`src/rtl/i2s_pkg.sv`:
```
// Shared types for the I2S source arbiter: FSM state, L/R frame layout and frame width.
package i2s_pkg;

  localparam int I2S_FRAME_W = 32;

  typedef enum logic {
    S_IDLE  = 1'b0,
    S_GRANT = 1'b1
  } arb_state_t;

  typedef struct packed {
    logic [15:0] l;
    logic [15:0] r;
  } aud_frame_t;

endpackage

```
`src/rtl/i2s_src_arbiter_rr_pick.sv`:
```
// Combinational round-robin pick: first set bit of mask searching upward from last+1, wrapping.
module rr_pick #(
  parameter int NUM_SRC = 4
) (
  input  logic [NUM_SRC-1:0]         mask,
  input  logic [$clog2(NUM_SRC)-1:0] last,
  output logic [$clog2(NUM_SRC)-1:0] winner,
  output logic                       found
);

  localparam int IW = $clog2(NUM_SRC);

  logic [2*NUM_SRC-1:0] dbl;
  logic [NUM_SRC-1:0]   rot;
  int                   cand;

  always_comb begin
    // Bit j of rot is source (last+1+j) mod NUM_SRC.
    dbl    = {mask, mask} >> (int'(last) + 1);
    rot    = dbl[NUM_SRC-1:0];
    found  = 1'b0;
    winner = '0;
    cand   = 0;
    for (int j = NUM_SRC - 1; j >= 0; j--) begin
      if (rot[j]) begin
        found = 1'b1;
        cand  = int'(last) + 1 + j;
        if (cand >= NUM_SRC) cand = cand - NUM_SRC;
        winner = IW'(cand);
      end
    end
  end

endmodule

```
`src/rtl/i2s_src_arbiter.sv`:
```
// Round-robin arbiter feeding one registered I2S frame slot from NUM_SRC sources in bursts.
// Optional silence fill in idle is enabled by defining I2S_ARB_SILENCE_FILL_EN.
module i2s_src_arbiter
  import i2s_pkg::*;
#(
  parameter int NUM_SRC   = 4,
  parameter int DATA_W    = 32,
  parameter int BURST_LEN = 8
) (
  input  logic                         aud_mclk,
  input  logic                         aud_mrst,
  input  logic [NUM_SRC*DATA_W-1:0]    src_data_i,
  input  logic [NUM_SRC-1:0]           src_valid_i,
  output logic [NUM_SRC-1:0]           src_ready_o,
  input  logic [NUM_SRC-1:0]           src_en_i,
  output logic [DATA_W-1:0]            dst_data_o,
  output logic                         dst_valid_o,
  input  logic                         dst_ready_i,
  output logic [$clog2(NUM_SRC)-1:0]   grant_idx_o,
  output logic                         busy_o,
  output logic [15:0]                  underrun_cnt_o,
  output arb_state_t                   dbg_state_o
);

  // Handshakes: a frame moves on a channel only in a cycle where its valid and ready are
  // both high at the rising edge; valid never waits on ready, and the output slot holds its
  // frame and valid until dst_ready_i accepts it.

  localparam int IW = $clog2(NUM_SRC);
  localparam int CW = 9;

  arb_state_t        state_q, state_d;
  logic [IW-1:0]     last_q;
  logic [IW-1:0]     winner;
  logic              found;
  logic [CW-1:0]     burst_q;
  logic              busy, g_en, g_valid, g_ready, xfer, burst_end, exit_grant;
  logic              fill, und_inc;
  logic [DATA_W-1:0] g_frame;

  rr_pick #(.NUM_SRC(NUM_SRC)) u_rr_pick (
    .mask   (src_valid_i & src_en_i),
    .last   (last_q),
    .winner (winner),
    .found  (found)
  );

  always_comb begin
    busy       = (state_q == S_GRANT);
    g_en       = src_en_i[grant_idx_o];
    g_valid    = src_valid_i[grant_idx_o];
    g_frame    = src_data_i[int'(grant_idx_o)*DATA_W +: DATA_W];
    g_ready    = busy & g_en & (~dst_valid_o | dst_ready_i);
    xfer       = g_ready & g_valid;
    burst_end  = xfer & (burst_q == CW'(BURST_LEN - 1));
    exit_grant = busy & (burst_end | (g_ready & ~g_valid) | ~g_en);

    src_ready_o              = '0;
    src_ready_o[grant_idx_o] = g_ready;

    state_d = state_q;
    case (state_q)
      S_IDLE:  if (found) state_d = S_GRANT;
      S_GRANT: if (exit_grant) state_d = S_IDLE;
      default: state_d = S_IDLE;
    endcase

`ifdef I2S_ARB_SILENCE_FILL_EN
    // A frame being accepted this cycle frees the slot, so silence can follow back to back.
    fill    = ~busy & ~found & (~dst_valid_o | dst_ready_i);
    und_inc = fill;
`else
    fill    = 1'b0;
    und_inc = dst_ready_i & ~dst_valid_o;
`endif
  end

  always_ff @(posedge aud_mclk) begin
    if (aud_mrst) begin
      state_q        <= S_IDLE;
      last_q         <= IW'(NUM_SRC - 1);
      burst_q        <= '0;
      dst_valid_o    <= 1'b0;
      dst_data_o     <= '0;
      grant_idx_o    <= '0;
      underrun_cnt_o <= '0;
    end else begin
      state_q <= state_d;
      if (!busy && found) begin
        grant_idx_o <= winner;
        burst_q     <= '0;
      end
      if (xfer) burst_q <= burst_q + CW'(1);
      if (exit_grant) last_q <= grant_idx_o;

      if (xfer) begin
        dst_data_o  <= g_frame;
        dst_valid_o <= 1'b1;
      end else if (fill) begin
        dst_data_o  <= '0;
        dst_valid_o <= 1'b1;
      end else if (dst_ready_i) begin
        dst_valid_o <= 1'b0;
      end

      if (und_inc && underrun_cnt_o != 16'hFFFF) underrun_cnt_o <= underrun_cnt_o + 16'd1;
    end
  end

  assign busy_o      = busy;
  assign dbg_state_o = state_q;

endmodule

```
`config.mk`:
```
export PLATFORM = sky130hd
export DESIGN_NAME = i2s_src_arbiter
export DESIGN_NICKNAME = d
export VERILOG_FILES = /design/src/rtl/i2s_pkg.sv /design/src/rtl/i2s_src_arbiter_rr_pick.sv /design/src/rtl/i2s_src_arbiter.sv
export SDC_FILE = /design/constraint.sdc
export NUM_CORES = 1
export LEC_CHECK = 0
export ABC_AREA = 1
export CORE_UTILIZATION = 43
export CTS_BUF_LIST = sky130_fd_sc_hd__clkbuf_4 sky130_fd_sc_hd__clkbuf_8
export DETAILED_ROUTE_END_ITERATION = 8
export PLACE_DENSITY = 0.85
export SETUP_SLACK_MARGIN = 0.05
export SYNTH_ARGS = -nofsm -noshare
export SYNTH_HDL_FRONTEND = slang
export SYNTH_HIERARCHICAL = 1
export SYNTH_SLANG_ARGS = --single-unit
```
`constraint.sdc`:
```
create_clock -name aud_mclk -period 2.2 [get_ports aud_mclk]
set_clock_uncertainty 0.05 [all_clocks]
set_input_delay 0.33 -clock aud_mclk [delete_from_list [all_inputs] [get_ports aud_mclk]]
set_output_delay 0.33 -clock aud_mclk [all_outputs]
set_load 0.01 [all_outputs]
```
==> results.json, run 1 <==
{
  "cts_tree": "done",
  "p_sw_uw": 2350,
  "period_needed_ps": 2040,
  "seqCellArea_mm2": 0.00126,
  "grt_overflow_total": 0,
  "maxCapViolCount": 0,
  "start_util": 0.443,
  "worst_slack_ps": 156,
  "combPwrFrac": 0.537,
  "path_clk_slew_ps": 60,
  "p_seq_frac": 0.277,
  "synth-seq-cells": 63,
  "critPathRequiredTime_ps": 1820,
  "syn_nets": 812,
  "hold_viol_final": 0,
  "vias_per_cell": 5.18,
  "outcome": "finished, final reports clean",
  "finalSetupViolCount": 0,
  "multi_input_area_mm2": 0.00245,
  "clock_path_buffers": 2,
  "row_count": 35,
  "min_from": "dst_data_o[9]$_SDFFE_PP0P_",
  "dieArea_mm2": 0.00992,
  "post_dp_cell_area_mm2": 0.00616,
  "drt_pass1_iterations": 5,
  "wl_met3_um": 1050,
  "cts-buffers-inserted": 9,
  "grtUsageTotal": 0.286,
  "postCtsSetupBuffers": 0,
  "startpoint": "dst_ready_i",
  "core_area_mm2": 0.00924,
  "port-buffer-count": 195,
  "die_w_um": 99.6,
  "wirelength_um": 14000,
  "netlist_area_mm2": 0.00409,
  "worstHoldPathType": "reg2reg",
  "route.detailed.drc": 0,
  "grt_max_degree": 43,
  "die_h_um": 99.6,
  "gp_congestion": 0.919,
  "p_leak_uw": 0.00249,
  "intPower_uw": 3250,
  "rsz0062_at_grt": "false",
  "clock-sinks": 63,
  "yosysWarnings": 6,
  "power.density_mw_per_mm2": 879,
  "ys_seq_area_frac": 0.308,
  "synthCells": 671,
  "cts_root_buf": "clkbuf_8",
  "crit_path_start_kind": "primary input",
  "boundaryPins": 196,
  "drive_gt1_frac": 0.0778,
  "max_freq_mhz": 489,
  "timing.rr.start": "underrun_cnt_o[1]$_SDFFE_PP0P_",
  "cts_hold_buf": 0,
  "period_share": 0.929,
  "slew_viol_final": 0,
  "yosys.cell_types.count": 27,
  "drt_iter0_markers": 214,
  "diodes": 0,
  "worst_slew_pin_slew_ps": 534,
  "pre_cts_ws_ps": -199,
  "crit_fanout": 4,
  "avgSynthCellArea_um2": 6.10,
  "sw_frac_of_total": 0.419,
  "num_vias": 5131,
  "grt_pass1_wl_um": 22700,
  "clkPwrFrac": 0.185,
  "maxSlewHeadroom": 0.642,
  "m1WireLength_um": 5320,
  "design_area_mm2": 0.00637,
  "wl_per_cell_um": 14.2,
  "crit_arrival_ps": 1660,
  "area_delta_synth_final_pct": 55.7,
  "peakVddDrop_uv": 515,
  "critPathKind": "in2out",
  "grt_pass1_vias": 4859,
  "top_layer": "met4",
  "crit_path_end_kind": "output port",
  "clk_latency_ps": 340,
  "nFillCells": 772,
  "cts_resized": 8,
  "nets": 997,
  "hpwl_um": 10700,
  "grt_antenna_before_repair": 0,
  "ant_nets": 0,
  "wl_met2_um": 7160,
  "htree_levels": 3
}
[critical path, cell delays in order]
cell and delay (ps):
clkdlybuf4s50_1 450, inv_1 50, nand2_1 110, nand2_2 120, nor2_8 130, inv_2 50
nor3_1 120, dlygate4sd2_1 290
[power groups by stage]
stage	logic (uW)	registers, uW	clock network (uW)
floorplan	1810	1610	0
global placement	2940	1560	0
detailed placement	2990	1570	0
CTS	3000	1550	1050
global route	3290	1590	1110
finish	3010	1550	1040
[final timing paths]
| kind | end | slack [ps] | depth (start not counted) |
|---|---|---|---|
| worst min-delay path | dst_data_o[9]$_SDFFE_PP0P_ | 430 | 2 |
| worst min register to register | dst_data_o[9]$_SDFFE_PP0P_ | 430 | 2 |
| worst max-delay path | src_ready_o[2] | 160 | 8 |
| worst max register to register | underrun_cnt_o[14]$_SDFFE_PP0P_ | 350 | 7 |
[cell type report]
cell class / count / share of cell area
multi-input cells: 525 / 0.385
repair buffers: 216 / 0.335
flip-flops and latches: 63 / 0.198
well taps: 129 / 0.0253
inverters: 41 / 0.0241
clock buffers: 12 / 0.0239
clock inverters: 4 / 0.00864
[per-layer routing]
| layer | vias up | track usage |
|---|---|---|
| li1 | 2568 | - |
| met1 | 2317 | 0.302 |
| met2 | 214 | 0.529 |
| met3 | 32 | 0.0787 |
| met4 | 0 | 0.130 |
| met5 | - | 0 |
[kinds of logic after synthesis]
| family | Yosys count | share of synthesized area |
|---|---|---|
| compound gates | 99 | 0.124 |
| xor+xnor | 9 | 0.0193 |
| fa+ha+maj | 2 | 0.00611 |
| buf+inv | 83 | 0.0929 |
| flops | 63 | 0.308 |
| simple gates | 415 | 0.449 |
[state kept, by name, summed over array words and instances, names as in the netlist]
signal          cells
grant_idx_o         2
dst_valid_o         1
dst_data_o         32
underrun_cnt_o     16
burst_q             9
busy_o              1
last_q              2
[Yosys cell counts]
| library cell | n | area, um2 |
|---|---|---|
| nand2_1 | 207 | 777 |
| nor2_1 | 79 | 297 |
| nand3_1 | 65 | 325 |
| dfxtp_1 | 63 | 1260 |
| a21oi_1 | 54 | 270 |
| nand4_1 | 39 | 244 |
| inv_1 | 35 | 131 |
| o21ai_0 | 26 | 130 |
| buf_2 | 16 | 80.1 |
| o21ai_1 | 16 | 80.1 |
| clkbuf_1 | 15 | 56.3 |
| nand2_2 | 8 | 50.1 |
| inv_2 | 6 | 22.5 |
| buf_4 | 5 | 37.5 |
| xnor2_1 | 5 | 43.8 |
| buf_6 | 4 | 45.0 |
| nand3b_1 | 4 | 30.0 |
| nor3_1 | 4 | 20.0 |
| xor2_1 | 4 | 35.0 |
| nand3_2 | 3 | 30.0 |
| nor2_4 | 3 | 33.8 |
| a21oi_2 | 2 | 17.5 |
| buf_1 | 2 | 7.51 |
| ha_1 | 2 | 25.0 |
| nor2_2 | 2 | 12.5 |
| a21boi_2 | 1 | 11.3 |
| nor2_8 | 1 | 20.0 |
[placed cells by master, fill, tap and decap left out, types with 3 or more instances in the layout]
cell type	synthesis	layout
clkdlybuf4s50_1	0	191
dfxtp_1	63	61
dlygate4sd2_1	0	3
nor2_4	3	3
a21oi_1	54	54
nand2_1	207	206
nand4_1	39	39
xor2_1	4	4
nand3_2	3	3
nor3_1	4	4
o21ai_0	26	26
inv_1	35	35
buf_4	5	18
xnor2_1	5	5
nand3_1	65	65
nor2_1	79	79
clkbuf_8	0	10
nand2_2	8	9
inv_2	6	6
nand3b_1	4	4
o21ai_1	16	16
[per-stage QoR]
| stage | hold WS (ps) | std cells | total power, uW | util | setup TNS [ps] |
|---|---|---|---|---|---|
| 2_1_floorplan | 424 | 671 | 3420 | - | 0 |
| 3_3_place_gp | 411 | 974 | 4500 | 0.667 | -560 |
| 3_5_place_dp | 422 | 974 | 4550 | 0.667 | -737 |
| 4_1_cts | 437 | 990 | 5610 | 0.690 | 0 |
| 5_1_grt | 466 | 990 | 5990 | 0.690 | 0 |
| 6_report | 433 | 990 | 5600 | 0.690 | 0 |
Power figures use the tool's default switching activity.
==> run 2, diff against run 1 <==
- ABC_CLOCK_PERIOD_IN_PS: not set -> 2200
==> results of run 2 <==
Final layout, timing and power as in run 1 (identical DEF).
==> run 3, diff against run 2 <==
- CTS_CLUSTER_SIZE: not set -> 20
==> results of run 3 <==
Final layout, timing and power as in run 1 (identical DEF).
==> RTL change: new RTL, flow settings as in run 1 <==
Add a define of `I2S_ARB_SILENCE_FILL_EN`.
--- a/src/rtl/i2s_src_arbiter.sv
+++ b/src/rtl/i2s_src_arbiter.sv
@@ -1,4 +1,6 @@
 // Round-robin arbiter feeding one registered I2S frame slot from NUM_SRC sources in bursts.
 // Optional silence fill in idle is enabled by defining I2S_ARB_SILENCE_FILL_EN.
+`define I2S_ARB_SILENCE_FILL_EN
+
 module i2s_src_arbiter
   import i2s_pkg::*;
Function: changed (a bounded check fails within 4 cycles, from zero or initial values and one cycle with aud_mrst high).
==> RTL change against run 1 <==
  * Area after synthesis shrank 0.46%
  * Die area is 0.45% lower
  * Routed wire length rose by 9.0%
  * Worst setup slack got worse by 0.051 ns
  * Total power up 3.1%
  * Sequential cell count stayed put
  * Final area up 2.1%
  * Clock power rose by 7%
  * First-iteration DRC count rose by 99%
  * Count of clock-buffer cells in the layout increased by 2
  * Critical endpoint is now underrun_cnt_o[9]$_SDFFE_PP0P_
  * Largest power group unchanged
==> RTL change: results (changes against run 1) <==
status finished, final reports clean; sequential cell area fraction in the yosys report 30.9% (+0.14 points); Inverters 47 (+15%); via/cell ratio 5.41 (+4.3%); Buffers, non-clock 229 (+6.0%); vias in the first global route 5227 (+7.6%); largest net degree at the start of global routing 42 (-2.3%); kind of cell with the highest combined delay on the critical path simple AND/OR/NAND/NOR gates; Synth Net Count 822 (+1.2%); worst setup path endpoint underrun_cnt_o[9]$_SDFFE_PP0P_; wire length of the first global-routing pass 24200 µm (+6.5%); share of final layout cell area taken by non-clock buffers 34.0% (+0.52 points); biggest area contributors in the synthesized netlist sky130_fd_sc_hd__dfxtp_1 31%, sky130_fd_sc_hd__nand2_1 22%, sky130_fd_sc_hd__nand3_1 12%; Post-Synth Adder-Cell Area 0.614% (+0.0028 points); cell count of the worst reg-to-reg path 8 (+1); beginning of the critical path src_en_i[2]; fraction of the mapped netlist area in compound gates 8.04% (-4.4 points); Hold Path Cell Cnt 3 (+1); data arrival time at the worst-slack endpoint 2.32 ns (+0.66 ns); largest fanout on the critical path 5 (+1); achievable clock frequency 0.477 GHz (-2.4%); RR Startpoint underrun_cnt_o[0]$_SDFFE_PP0P_; multi-input logic area 2490 µm² (+1.3%); grt met1 use 34.4% (+4.2 points); count of multi-input combinational gates 533 (+1.5%); average wire per standard cell 15.3 µm (+8.0%); clkbuf count 14 (+2); clock network area share 3.50% (+0.24 points); final core utilization 70.7% (+1.8 points); transition time at the pin with the least slew margin 0.465 ns (-0.0697 ns); R2R Setup Slk 0.14 ns (-0.21 ns); number of cells in the design after placement 980 (+0.62%); overall routing resource usage 30.4% (+1.8 points); instance area at placement 6230 µm² (+1.1%); fraction of standard cell area that is sequential 19.4% (-0.42 points); Leakage 2.53 nW (+1.6%); wire length on met2 7550 µm (+5.4%); wire length the detailed router placed on met1 5950 µm (+12%); starting DRC count in detailed routing 425 (+99%); Cell Count, Final, Fillers Out 999 (+0.91%); fraction of final layout cells sized beyond drive strength 1 10.2% (+2.5 points); top cells by instance count after synthesis 239 x sky130_fd_sc_hd__nand2_1, 99 x sky130_fd_sc_hd__nand3_1, 63 x sky130_fd_sc_hd__dfxtp_1; switching power share of the total 43.2% (+1.3 points); Detail Placement HPWL 11300 µm (+5.9%); 1st-pass router iterations 6 (+1); end of the worst register-to-register path underrun_cnt_o[7]$_SDFFE_PP0P_; count of unique library cells instantiated by Yosys 26 (-3.7%); Reg area 1260 µm² (about the same); worst min path class primary input to flop
==> RTL change: logic make-up (layout without fill, tap and decap cells) <==
kind of cell / count (synthesis) / in the layout
AOI/OAI and AO/OA: 64 / 64
xor gates and xnor gates: 6 / 6
adders and majority gates: 2 / 2
buffers and inverters: 87 / 292
DFF: 63 / 63
and+or+nand+nor: 459 / 461
==> RTL change: what timing repair did <==
action | 4_1_cts | 5_1_grt
pin swaps | 0 | 3
setup endpoints to repair | 7 | 20
setup buffers | 0 | 1
gates cloned | 0 | 2
resized for setup | 5 | 20
endpoints found under the hold margin | 0 | 0
==> RTL change: power groups by stage <==
stage	clock network [mW]	logic (mW)	registers, mW
3_3_place_gp	0	3.00	1.45
4_1_cts	1.12	3.09	1.43
3_5_place_dp	0	3.07	1.46
2_1_floorplan	0	1.80	1.50
5_1_grt	1.18	3.54	1.46
6_report	1.11	3.23	1.44
